**config.mk**
```make
export PLATFORM = sky130hd
export DESIGN_NAME = lif_spike_scheduler
export DESIGN_NICKNAME = d
export VERILOG_FILES = /design/src/rtl/lif_pkg.sv /design/src/rtl/lif_rr_arbiter.sv /design/src/rtl/lif_spike_scheduler.sv
export SDC_FILE = /design/constraint.sdc
export NUM_CORES = 1
export LEC_CHECK = 0
export CORE_MARGIN = 8
export CORE_UTILIZATION = 47
export CTS_CLUSTER_SIZE = 16
export DETAILED_ROUTE_END_ITERATION = 7
export PLACE_DENSITY_LB_ADDON = 0.1
export SETUP_SLACK_MARGIN = 0.4
export SYNTH_ARGS = -nofsm -noshare
export SYNTH_HDL_FRONTEND = slang
export SYNTH_SLANG_ARGS = --single-unit
```
**constraint.sdc**
```tcl
create_clock -name clk -period 6.9 [get_ports clk]
set_clock_uncertainty 0.15 [all_clocks]
set_input_delay 1.725 -clock clk [delete_from_list [all_inputs] [get_ports clk]]
set_output_delay 1.725 -clock clk [all_outputs]
set_load 0.005 [all_outputs]
```
**src/rtl/lif_pkg.sv**
```systemverilog
// Shared types and saturating 8-bit helpers for the LIF spike scheduler.
package lif_pkg;

  typedef enum logic {
    IDLE    = 1'b0,
    REFRACT = 1'b1
  } state_e;

  localparam int POT_W = 8;
  localparam logic [POT_W-1:0] POT_MAX = 8'd255;

  function automatic logic [POT_W-1:0] sat_add8(input logic [POT_W-1:0] a,
                                                input logic [POT_W-1:0] b);
    logic [POT_W:0] s;
    s = {1'b0, a} + {1'b0, b};
    return s[POT_W] ? POT_MAX : s[POT_W-1:0];
  endfunction

  function automatic logic [POT_W-1:0] sat_sub8(input logic [POT_W-1:0] a,
                                                input logic [POT_W-1:0] b);
    return (a > b) ? (a - b) : '0;
  endfunction

endpackage

```
**src/rtl/lif_rr_arbiter.sv**
```systemverilog
// Combinational round-robin arbiter: first requester at or after ptr wins.
module lif_rr_arbiter #(
  parameter int NUM_SRC = 4,
  parameter int SRC_W   = $clog2(NUM_SRC)
) (
  input  logic [NUM_SRC-1:0] req,
  input  logic [SRC_W-1:0]   ptr,
  input  logic               en,
  output logic [NUM_SRC-1:0] gnt,
  output logic [SRC_W-1:0]   gnt_idx,
  output logic               vld
);

  always_comb begin
    logic [SRC_W:0]   pos;
    logic [SRC_W-1:0] idx;
    gnt     = '0;
    gnt_idx = '0;
    vld     = 1'b0;
    for (int k = 0; k < NUM_SRC; k++) begin
      pos = {1'b0, ptr} + (SRC_W+1)'(k);
      if (pos >= (SRC_W+1)'(NUM_SRC)) pos = pos - (SRC_W+1)'(NUM_SRC);
      idx = pos[SRC_W-1:0];
      if (en && !vld && req[idx]) begin
        gnt[idx] = 1'b1;
        gnt_idx  = idx;
        vld      = 1'b1;
      end
    end
  end

endmodule

```
**src/rtl/lif_spike_scheduler.sv**
```systemverilog
// Shared LIF membrane datapath: round-robin grants, weighted saturating
// integration, periodic leak, threshold fire and refractory hold-off.
module lif_spike_scheduler
  import lif_pkg::*;
#(
  parameter int NUM_SRC        = 4,
  parameter int SRC_W          = $clog2(NUM_SRC),
  parameter int LEAK           = 1,
  parameter int LEAK_PERIOD    = 1000,
  parameter int REFRACT_CYCLES = 16
) (
  input  logic                 clk,
  input  logic                 reset_n,
  input  logic [NUM_SRC-1:0]   req,
  input  logic [NUM_SRC*8-1:0] cfg_weight,
  input  logic [7:0]           cfg_threshold,
  output logic [NUM_SRC-1:0]   ack,
  output logic                 spike_out,
  output logic [SRC_W-1:0]     spike_src,
  output logic [7:0]           potential,
  output logic                 busy,
  output logic [15:0]          spike_count
);

  localparam int TICK_W = $clog2(LEAK_PERIOD);
  localparam int RC_W   = (REFRACT_CYCLES < 1) ? 1 : $clog2(REFRACT_CYCLES + 1);
  localparam logic [POT_W-1:0] LEAK_V = POT_W'(LEAK);

  state_e              state_q, state_d;
  logic [SRC_W-1:0]    ptr_q, ptr_d;
  logic [TICK_W-1:0]   tick_q, tick_d;
  logic                leak_pend_q, leak_pend_d;
  logic [RC_W-1:0]     refr_q, refr_d;
  logic [NUM_SRC-1:0]  ack_q, ack_d;
  logic                spike_q, spike_d;
  logic [SRC_W-1:0]    src_q, src_d;
  logic [POT_W-1:0]    pot_q, pot_d;
  logic [15:0]         cnt_q, cnt_d;

  logic [POT_W-1:0]    w_arr [NUM_SRC];
  logic [NUM_SRC-1:0]  arb_gnt;
  logic [SRC_W-1:0]    arb_idx;
  logic                arb_vld;
  logic                arb_en;
  logic                wrap;
  logic [POT_W-1:0]    sum;

  always_comb begin
    for (int i = 0; i < NUM_SRC; i++) w_arr[i] = cfg_weight[8*i +: 8];
  end

  // A source whose ack is currently high is masked so it cannot win twice in a row.
  assign arb_en = (state_q == IDLE) && !leak_pend_q;

  lif_rr_arbiter #(
    .NUM_SRC (NUM_SRC),
    .SRC_W   (SRC_W)
  ) u_arb (
    .req     (req & ~ack_q),
    .ptr     (ptr_q),
    .en      (arb_en),
    .gnt     (arb_gnt),
    .gnt_idx (arb_idx),
    .vld     (arb_vld)
  );

  assign wrap = (tick_q == TICK_W'(LEAK_PERIOD - 1));
  assign sum  = sat_add8(pot_q, w_arr[arb_idx]);

  always_comb begin
    state_d     = state_q;
    ptr_d       = ptr_q;
    tick_d      = wrap ? '0 : tick_q + TICK_W'(1);
    leak_pend_d = leak_pend_q;
    refr_d      = refr_q;
    ack_d       = '0;
    spike_d     = 1'b0;
    src_d       = src_q;
    pot_d       = pot_q;
    cnt_d       = cnt_q;
    case (state_q)
      IDLE: begin
        leak_pend_d = wrap;
        if (leak_pend_q) begin
          pot_d = sat_sub8(pot_q, LEAK_V);
        end else if (arb_vld) begin
          ack_d = arb_gnt;
          ptr_d = (arb_idx == SRC_W'(NUM_SRC - 1)) ? '0 : arb_idx + SRC_W'(1);
          if (sum >= cfg_threshold) begin
            pot_d   = '0;
            spike_d = 1'b1;
            src_d   = arb_idx;
            cnt_d   = cnt_q + 16'd1;
            if (REFRACT_CYCLES > 0) begin
              state_d = REFRACT;
              refr_d  = RC_W'(REFRACT_CYCLES);
            end
          end else begin
            pot_d = sum;
          end
        end
      end
      REFRACT: begin
        pot_d       = '0;
        leak_pend_d = 1'b0;
        refr_d      = refr_q - RC_W'(1);
        if (refr_q == RC_W'(1)) state_d = IDLE;
      end
      default: state_d = IDLE;
    endcase
  end

  always_ff @(posedge clk) begin
    if (!reset_n) begin
      state_q     <= IDLE;
      ptr_q       <= '0;
      tick_q      <= '0;
      leak_pend_q <= 1'b0;
      refr_q      <= '0;
      ack_q       <= '0;
      spike_q     <= 1'b0;
      src_q       <= '0;
      pot_q       <= '0;
      cnt_q       <= '0;
    end else begin
      state_q     <= state_d;
      ptr_q       <= ptr_d;
      tick_q      <= tick_d;
      leak_pend_q <= leak_pend_d;
      refr_q      <= refr_d;
      ack_q       <= ack_d;
      spike_q     <= spike_d;
      src_q       <= src_d;
      pot_q       <= pot_d;
      cnt_q       <= cnt_d;
    end
  end

  assign ack         = ack_q;
  assign spike_out   = spike_q;
  assign spike_src   = src_q;
  assign potential   = pot_q;
  assign busy        = (state_q == REFRACT);
  assign spike_count = cnt_q;

endmodule

```
# Yosys cells after proc, flatten, opt, wreduce, memory -nomap -nowiden
# Index checks and enable logic that the tools add are counted.
[classes] addsub=13 order_cmp=15 eq_ne=7 n_mux=52 n_bitwise=10 n_reduce_logical=22
[ops] cell="two-way mux 8 bit" n=7
[ops] cell="two-way mux 2 bit" n=9
[ops] cell="adder 16 x 1 -> 16 bit, second input constant" n=1
[ops] cell="binary-select mux 8 bit (select 2 bit)" n=1
[ops] cell="two-way mux 1 bit" n=16
[ops] cell="two-way mux 4 bit" n=4
[ops] cell="one-hot mux 8 bit (2 select lines)" n=1
[ops] cell="two-way mux 5 bit" n=3
[ops] cell="greater-or-equal comparator 3 bit, second input constant" n=4
[ops] cell="logical AND 1 bit" n=12
[ops] cell="< comparator 2 x 3 -> 1 bit, second input constant" n=4
[ops] cell="bitwise OR 4 bit" n=3
[ops] cell="adder 10 x 1 -> 10 bit, second input constant" n=1
[ops] cell="== test 10 bit, second input constant" n=1
[ops] cell="one-hot mux 5 bit (2 select lines)" n=1
[ops] cell="adder 8 x 8 -> 9 bit" n=1
[ops] cell="binary-select mux 1 bit (select 2 bit)" n=4
[ops] cell="demux 1 bit (select 2 bit)" n=4
[ops] cell="greater-or-equal comparator 2 x 1 -> 1 bit, second input constant" n=4
[ops] cell="greater-or-equal comparator 8 bit" n=1
[ops] cell="> comparator 8 x 1 -> 1 bit, second input constant" n=1
[ops] cell="subtractor 2 x 1 -> 2 bit, second input constant" n=4
[ops] cell="subtractor 8 x 1 -> 8 bit, second input constant" n=1
[ops] cell="adder 2 x 2 -> 3 bit, second input constant" n=2
[ops] cell="19 further kinds" n=29
[word_totals] register_bits=50 in_bits=46

# Depth between registers and ports, before layout
# Gate-level depths: netlist of the first run.
[depth] word_depth=29 ltp_mapped=28 mapped_depth_nobuf=23

# Hierarchy
# From an unflattened synthesis of the first run, not the netlist that was laid out.
[unflattened] cells_unflattened=456 area_unflattened_um2=3907.5
[modules_own_cells] mod="lif_spike_scheduler" n_inst=1 cells_each=390 area_per_inst_um2=3358.2 seq_area_each_um2=1001.0
[modules_own_cells] mod="lif_rr_arbiter" n_inst=1 cells_each=66 area_per_inst_um2=549.3 seq_area_each_um2=0.0

# Worst setup path before layout of the first run
# No wires, ideal clock.
[synth_timing] path_type="input -> register" from="input port req[2]" to="register refr_q[4]" arrival_ps=6491 slack_ps=140 path_stages=22 n_path_buf=3 path_cell_list="nand2b_1 clkbuf_1 mux4_2 a211o_1 a22o_1 nand2_4 mux2i_1 ha_1 nor2b_1 o31a_1 o21a_1 o31a_1 clkbuf_1 or2_2 ha_1 a21oi_1 o21ai_0 a41oi_1 a21o_1 clkbuf_1 nor3_1 o31a_1"
[synth_via] elab_chain_len=26 elab_cells_between_ends=37 cone_classes="add/sub: 1; order compare: 1; eq/ne: 2; mux: 20; bitwise: 2; reduce/logical: 11"
[synth_rtl] item="start: declaration" line_no="lif_spike_scheduler.sv:14" rtl="input logic [NUM_SRC-1:0] req,"
[synth_rtl] item="bitwise AND 4 bit (*)" line_no="lif_spike_scheduler.sv:59" rtl=".req (req & ~ack_q),"
[synth_rtl] item="binary-select mux 1 bit (select 2 bit)" line_no="lif_rr_arbiter.sv:24" rtl="if (en && !vld && req[idx]) begin"
[synth_rtl] item="two-way mux 1 bit (not written as such)" line_no="lif_rr_arbiter.sv:24"
[synth_rtl] item="logical AND 1 bit" line_no="lif_rr_arbiter.sv:24"
[synth_rtl] item="two-way mux 1 bit" line_no="lif_rr_arbiter.sv:24"
[synth_rtl] item="logical NOT 1 bit" line_no="lif_rr_arbiter.sv:24"
[synth_rtl] item="logical AND 1 bit (2 in a row)" line_no="lif_rr_arbiter.sv:24"
[synth_rtl] item="two-way mux 1 bit" line_no="lif_rr_arbiter.sv:24"
[synth_rtl] item="[... 8 more ...]"
[synth_rtl] item="inverter 2 -> 3 bit (not written as such)" line_no="lif_spike_scheduler.sv:68" rtl="assign sum = sat_add8(pot_q, w_arr[arb_idx]);"
[synth_rtl] item="binary-select mux 8 bit (select 2 bit)" line_no="lif_spike_scheduler.sv:68"
[synth_rtl] item="two-way mux 8 bit (not written as such) (2 in a row)" line_no="lif_spike_scheduler.sv:68"
[synth_rtl] item="adder 8 x 8 -> 9 bit" line_no="lif_pkg.sv:15" rtl="s = {1'b0, a} + {1'b0, b};"
[synth_rtl] item="two-way mux 8 bit" line_no="lif_pkg.sv:16" rtl="return s[POT_W] ? POT_MAX : s[POT_W-1:0];"
[synth_rtl] item="greater-or-equal comparator 8 bit" line_no="lif_spike_scheduler.sv:89" rtl="if (sum >= cfg_threshold) begin"
[synth_rtl] item="inequality test 2 x 1 -> 1 bit (no line)"
[synth_rtl] item="AND reduction 3 bit (no line) (*)"
[synth_rtl] item="end signal: assignment" line_no="lif_spike_scheduler.sv:130" rtl="refr_q <= refr_d;"
[synth_rtl] item="end: declaration" line_no="lif_spike_scheduler.sv:33" rtl="logic [RC_W-1:0] refr_q, refr_d;"
# Mark *: on every way between the ends. The rest lies on a longest branch, timed or not. The select of a mux whose other input is x is not followed.
# A chain may end at the register's enable or synchronous reset.

# Worst setup path in the final report of the first run
[layout_timing] from="input port req[2]" to="register cnt_q[7] (netlist: spike_count[7])"
[layout_via] elab_chain_len=25 elab_cells_between_ends=35 cone_classes="add/sub: 1; order compare: 1; mux: 20; bitwise: 2; reduce/logical: 11"
[layout_rtl] item="bitwise AND 4 bit (*)" line_no="lif_spike_scheduler.sv:59"
[layout_rtl] item="binary-select mux 1 bit (select 2 bit)" line_no="lif_rr_arbiter.sv:24"
[layout_rtl] item="two-way mux 1 bit (not written as such)" line_no="lif_rr_arbiter.sv:24"
[layout_rtl] item="logical AND 1 bit" line_no="lif_rr_arbiter.sv:24"
[layout_rtl] item="two-way mux 1 bit" line_no="lif_rr_arbiter.sv:24"
[layout_rtl] item="logical NOT 1 bit" line_no="lif_rr_arbiter.sv:24"
[layout_rtl] item="logical AND 1 bit (2 in a row)" line_no="lif_rr_arbiter.sv:24"
[layout_rtl] item="two-way mux 1 bit" line_no="lif_rr_arbiter.sv:24"
[layout_rtl] item="[... 7 more ...]"
[layout_rtl] item="two-way mux 2 bit" line_no="lif_rr_arbiter.sv:24"
[layout_rtl] item="inverter 2 -> 3 bit (not written as such)" line_no="lif_spike_scheduler.sv:68"
[layout_rtl] item="binary-select mux 8 bit (select 2 bit)" line_no="lif_spike_scheduler.sv:68"
[layout_rtl] item="two-way mux 8 bit (not written as such) (2 in a row)" line_no="lif_spike_scheduler.sv:68"
[layout_rtl] item="adder 8 x 8 -> 9 bit" line_no="lif_pkg.sv:15"
[layout_rtl] item="two-way mux 8 bit" line_no="lif_pkg.sv:16"
[layout_rtl] item="greater-or-equal comparator 8 bit" line_no="lif_spike_scheduler.sv:89"
[layout_rtl] item="AND reduction 4 bit (no line) (*)"
[layout_rtl] item="end signal: assignment" line_no="lif_spike_scheduler.sv:135" rtl="cnt_q <= cnt_d;"
[layout_rtl] item="end: declaration" line_no="lif_spike_scheduler.sv:38" rtl="logic [15:0] cnt_q, cnt_d;"
# Marked as above.

==> impl_metrics.toml, run 1 <==
[outcome]
status = "finished clean"

[power]
power_mw = 2.65
p_int_mw = 1.43
switchingPower_mw = 1.22
leakagePower_nw = 2.17
irDropWorstVdd_mv = 0.291
p_clk_share_pct = 6.9
p_comb_share_pct = 76.9
netSwitchingFraction_pct = 46.0
seqPwrFrac_pct = 16.1
power.density_nw_per_um2 = 499

[die]
ios = 78
rows = 32
die_w_um = 105
core_um2 = 7730
die_area_um2 = 11100
initial_core_util_pct = 48.6
die_y_um = 105

[sta]
min_period_over_period_pct = 91.0
max_freq_mhz = 159
setup_viol = 0
finalHoldViolCount = 0
period_minus_slack_ns = 6.28
worst_slew_pin_slew_ns = 1.36
whs_ns = 0.314
drv_slew = 0
relSlewSlack_pct = 9.64
fin_ws_ns = 0.624
rsz0062_at_grt = "false"

[placed_design]
place_ws_ns = -0.209
place_congestion = 0.905
place.detailed.hpwl_um = 8170
io_buffers = 77

[setup_path]
path_max_fanout = 7
cp-start-kind = "input pin"
rrSetupSlack_ns = 0.99
arrival_ns = 6.35
end_kind = "flip-flop"
worstReg2RegStart = "ptr_q[0]"
reg2reg_depth = 24
crit_type = "in -> reg"
r2r-end = "spike_count[7]"
required_ns = 6.98

[layout]
final.fill_count = 637
area_delta_synth_final_pct = 41.4
diodes = 0
regArea_um2 = 1000
nets = 655
layout-drive-gt1-share_pct = 19.2
multi_input_area_um2 = 2840
finish.utilization_pct = 68.7

[cts]
cts.sinks = 50
clk_latency_ns = 0.31
root_buffer = "clkbuf_8"
cts_buffer_depth = 2
h-tree-depth = 2
cts_made_buffers = 5
cts_tree = "done"
path_clk_slew_ns = 0.11

[yosys]
yosysSeqAreaShare_pct = 26.7
synth_nets = 538
syn-instance-count = 465
synth-edff-count = 0
syn_area_um2 = 3750
ys.warnings.count = 0
ys_seq_elements = 50
synth_cell_types = 52
synth-main-ff-cell = "dfxtp_1"
postSynthAreaPerCell_um2 = 8.07
postSynth.asyncResetShare_pct = 0

[worst_hold_path]
min_from = "tick_q[0]"
min_path_type = "reg -> reg"
holdPathEnd = "tick_q[0]"
worstHoldPathCells = 1

[global_route]
grt_overflow = 0
antenna_found_initial = 0
grtUsageTotal_pct = 18.8
grt_pass1_vias = 3823
grt_pass1_wl_um = 18000
grt_max_degree = 31

[routing]
vias = 3965
route.detailed.drc = 0
via_per_inst = 5.79
antenna_left = 0
wirelength_um = 10900
drtIter0Drc = 206
firstDrtPassIters = 4
wl_per_cell_um = 15.9

[run]
drv_cap = 0
-- cells in the final DEF (no fill, tap or decap), drive strengths merged, types with 5 or more instances in the layout --
cell type and count:
or2 9, xnor2 5, o21ai 22, a31oi 5
or3 5, mux2i 39, clkdlybuf4s50 73, nor4 18
inv 18, a22o 7, buf 56, nor2b 7
a211oi 6, nand2 42, nand3 16, nand2b 19
xor2 8, and3 5, a22oi 10, nor3 8
ha 26, a21oi 26, nor2 33, dfxtp 50
o31ai 6, clkbuf 9, nand4 8
-- power by group through the flow --
stage | Clock [mW] | Sequential (mW) | Combinational [mW]
after floorplan | 0 | 0.401 | 1.13
after global placement | 0 | 0.428 | 1.65
after detailed placement | 0 | 0.427 | 1.68
after CTS | 0.187 | 0.422 | 1.95
after global routing | 0.199 | 0.438 | 2.22
final | 0.183 | 0.427 | 2.04
-- registers in the layout, indices dropped and copies added (netlist names) --
name	count
ack	4
spike_src	2
potential	8
busy	1
leak_pend_q	1
spike_out	1
tick_q	10
ptr_q	2
refr_q	5
spike_count	16
-- synthesized netlist by cell type (all sizes together), types with 3 or more instances --
cell type	number	area [µm²]
a211oi	6	45.0
a21o	4	30.0
a21oi	26	130
a22o	7	61.3
a22oi	10	75.1
a31oi	5	31.3
and3	5	31.3
buf	5	23.8
clkbuf	18	67.6
dfxtp	50	1000
ha	26	325
inv	16	60.1
mux2i	39	390
nand2	42	165
nand2b	19	119
nand3	16	80.1
nand4	8	50.1
nor2	33	124
nor2b	7	43.8
nor3	8	40.0
nor4	18	113
o21a	4	30.0
o21ai	22	110
o311ai	3	26.3
o31a	4	35.0
o31ai	6	45.0
or2	9	56.3
or3	5	31.3
or4	4	30.0
xnor2	5	43.8
xor2	8	70.1
-- stage by stage --
stage / setup TNS, ns / instances / cell area [µm²]
after global routing: 0 / 685 / 5310
after CTS: 0 / 680 / 5240
final: 0 / 685 / 5310
after floorplan: 0 / 465 / 3830
after global placement: -0.296 / 662 / 4930
after detailed placement: -2.25 / 662 / 4930
-- kinds of logic after synthesis --
family	after synthesis	share of synthesized area, %
adders and majority gates	27	9.20
xor gates and xnor gates	13	3.03
AOI/OAI and AO/OA	114	20.5
and+or+nand+nor	179	24.6
DFF	50	26.7
muxes	42	11.9
buffers and inverters	40	4.13
-- critical path, cell delays in order --
cell and delay, ns:
clkbuf_2 0.09, nor2b_4 0.13, mux4_2 0.49, a211o_1 0.28, a22o_1 0.26, nand2_4 0.11
mux2i_1 0.21, ha_2 0.21, inv_2 0.04, fa_2 0.38, nor2b_4 0.12, o31a_1 0.14
o21a_1 0.14, o31a_1 0.25, buf_4 0.16, nor2_1 0.04, ha_1 0.27, nor2b_1 0.04
o21ai_1 0.16, a41oi_2 0.14, a21o_2 0.23, buf_6 0.13, or4_4 0.48, a21oi_2 0.14
-- worst max path at each step --
stage	start	endpoint	slack [ns]
finish	req[2]	spike_count[7]	0.62
global route	req[2]	spike_count[0]	0.41
CTS	req[3]	spike_count[7]	0.42
detailed placement	req[3]	spike_count[8]	-0.21
global placement	req[3]	spike_count[3]	-0.04
floorplan	req[3]	spike_count[3]	0.40
-- what timing repair did --
action                                  in CTS  in global routing
pin swaps                                   17                 17
hold buffers                                 0                  0
endpoints found under the setup margin      26                 25
buffers inserted                            10                  5
resized for setup                           31                 19
gates cloned                                 0                  0
-- cell type report --
type / count / share of cell area [%]
multi-input cells: 375 / 53.5
repair buffers: 133 / 22.2
flip-flops and latches: 50 / 18.9
well taps: 102 / 2.40
clock buffers: 5 / 1.30
inverters: 17 / 1.20
clock inverters: 3 / 0.495
-- metal layers --
metal / global-route usage [%] / wire length (µm) / vias up
met3: 3.05 / 499 / 13
met4: 3.16 / 112 / 0
met1: 22.4 / 4640 / 1896
met5: 0 / 0 / -
li1: - / - / 1956
met2: 34.9 / 5650 / 100
Note: power is estimated with default switching activity, not from simulation.
==> inputs of run 2 (changes only) <==
Settings changed: CTS_CLUSTER_SIZE 16 to 28.
==> results of run 2 <==
No change in the layout: final DEF, timing and power equal those of run 1.
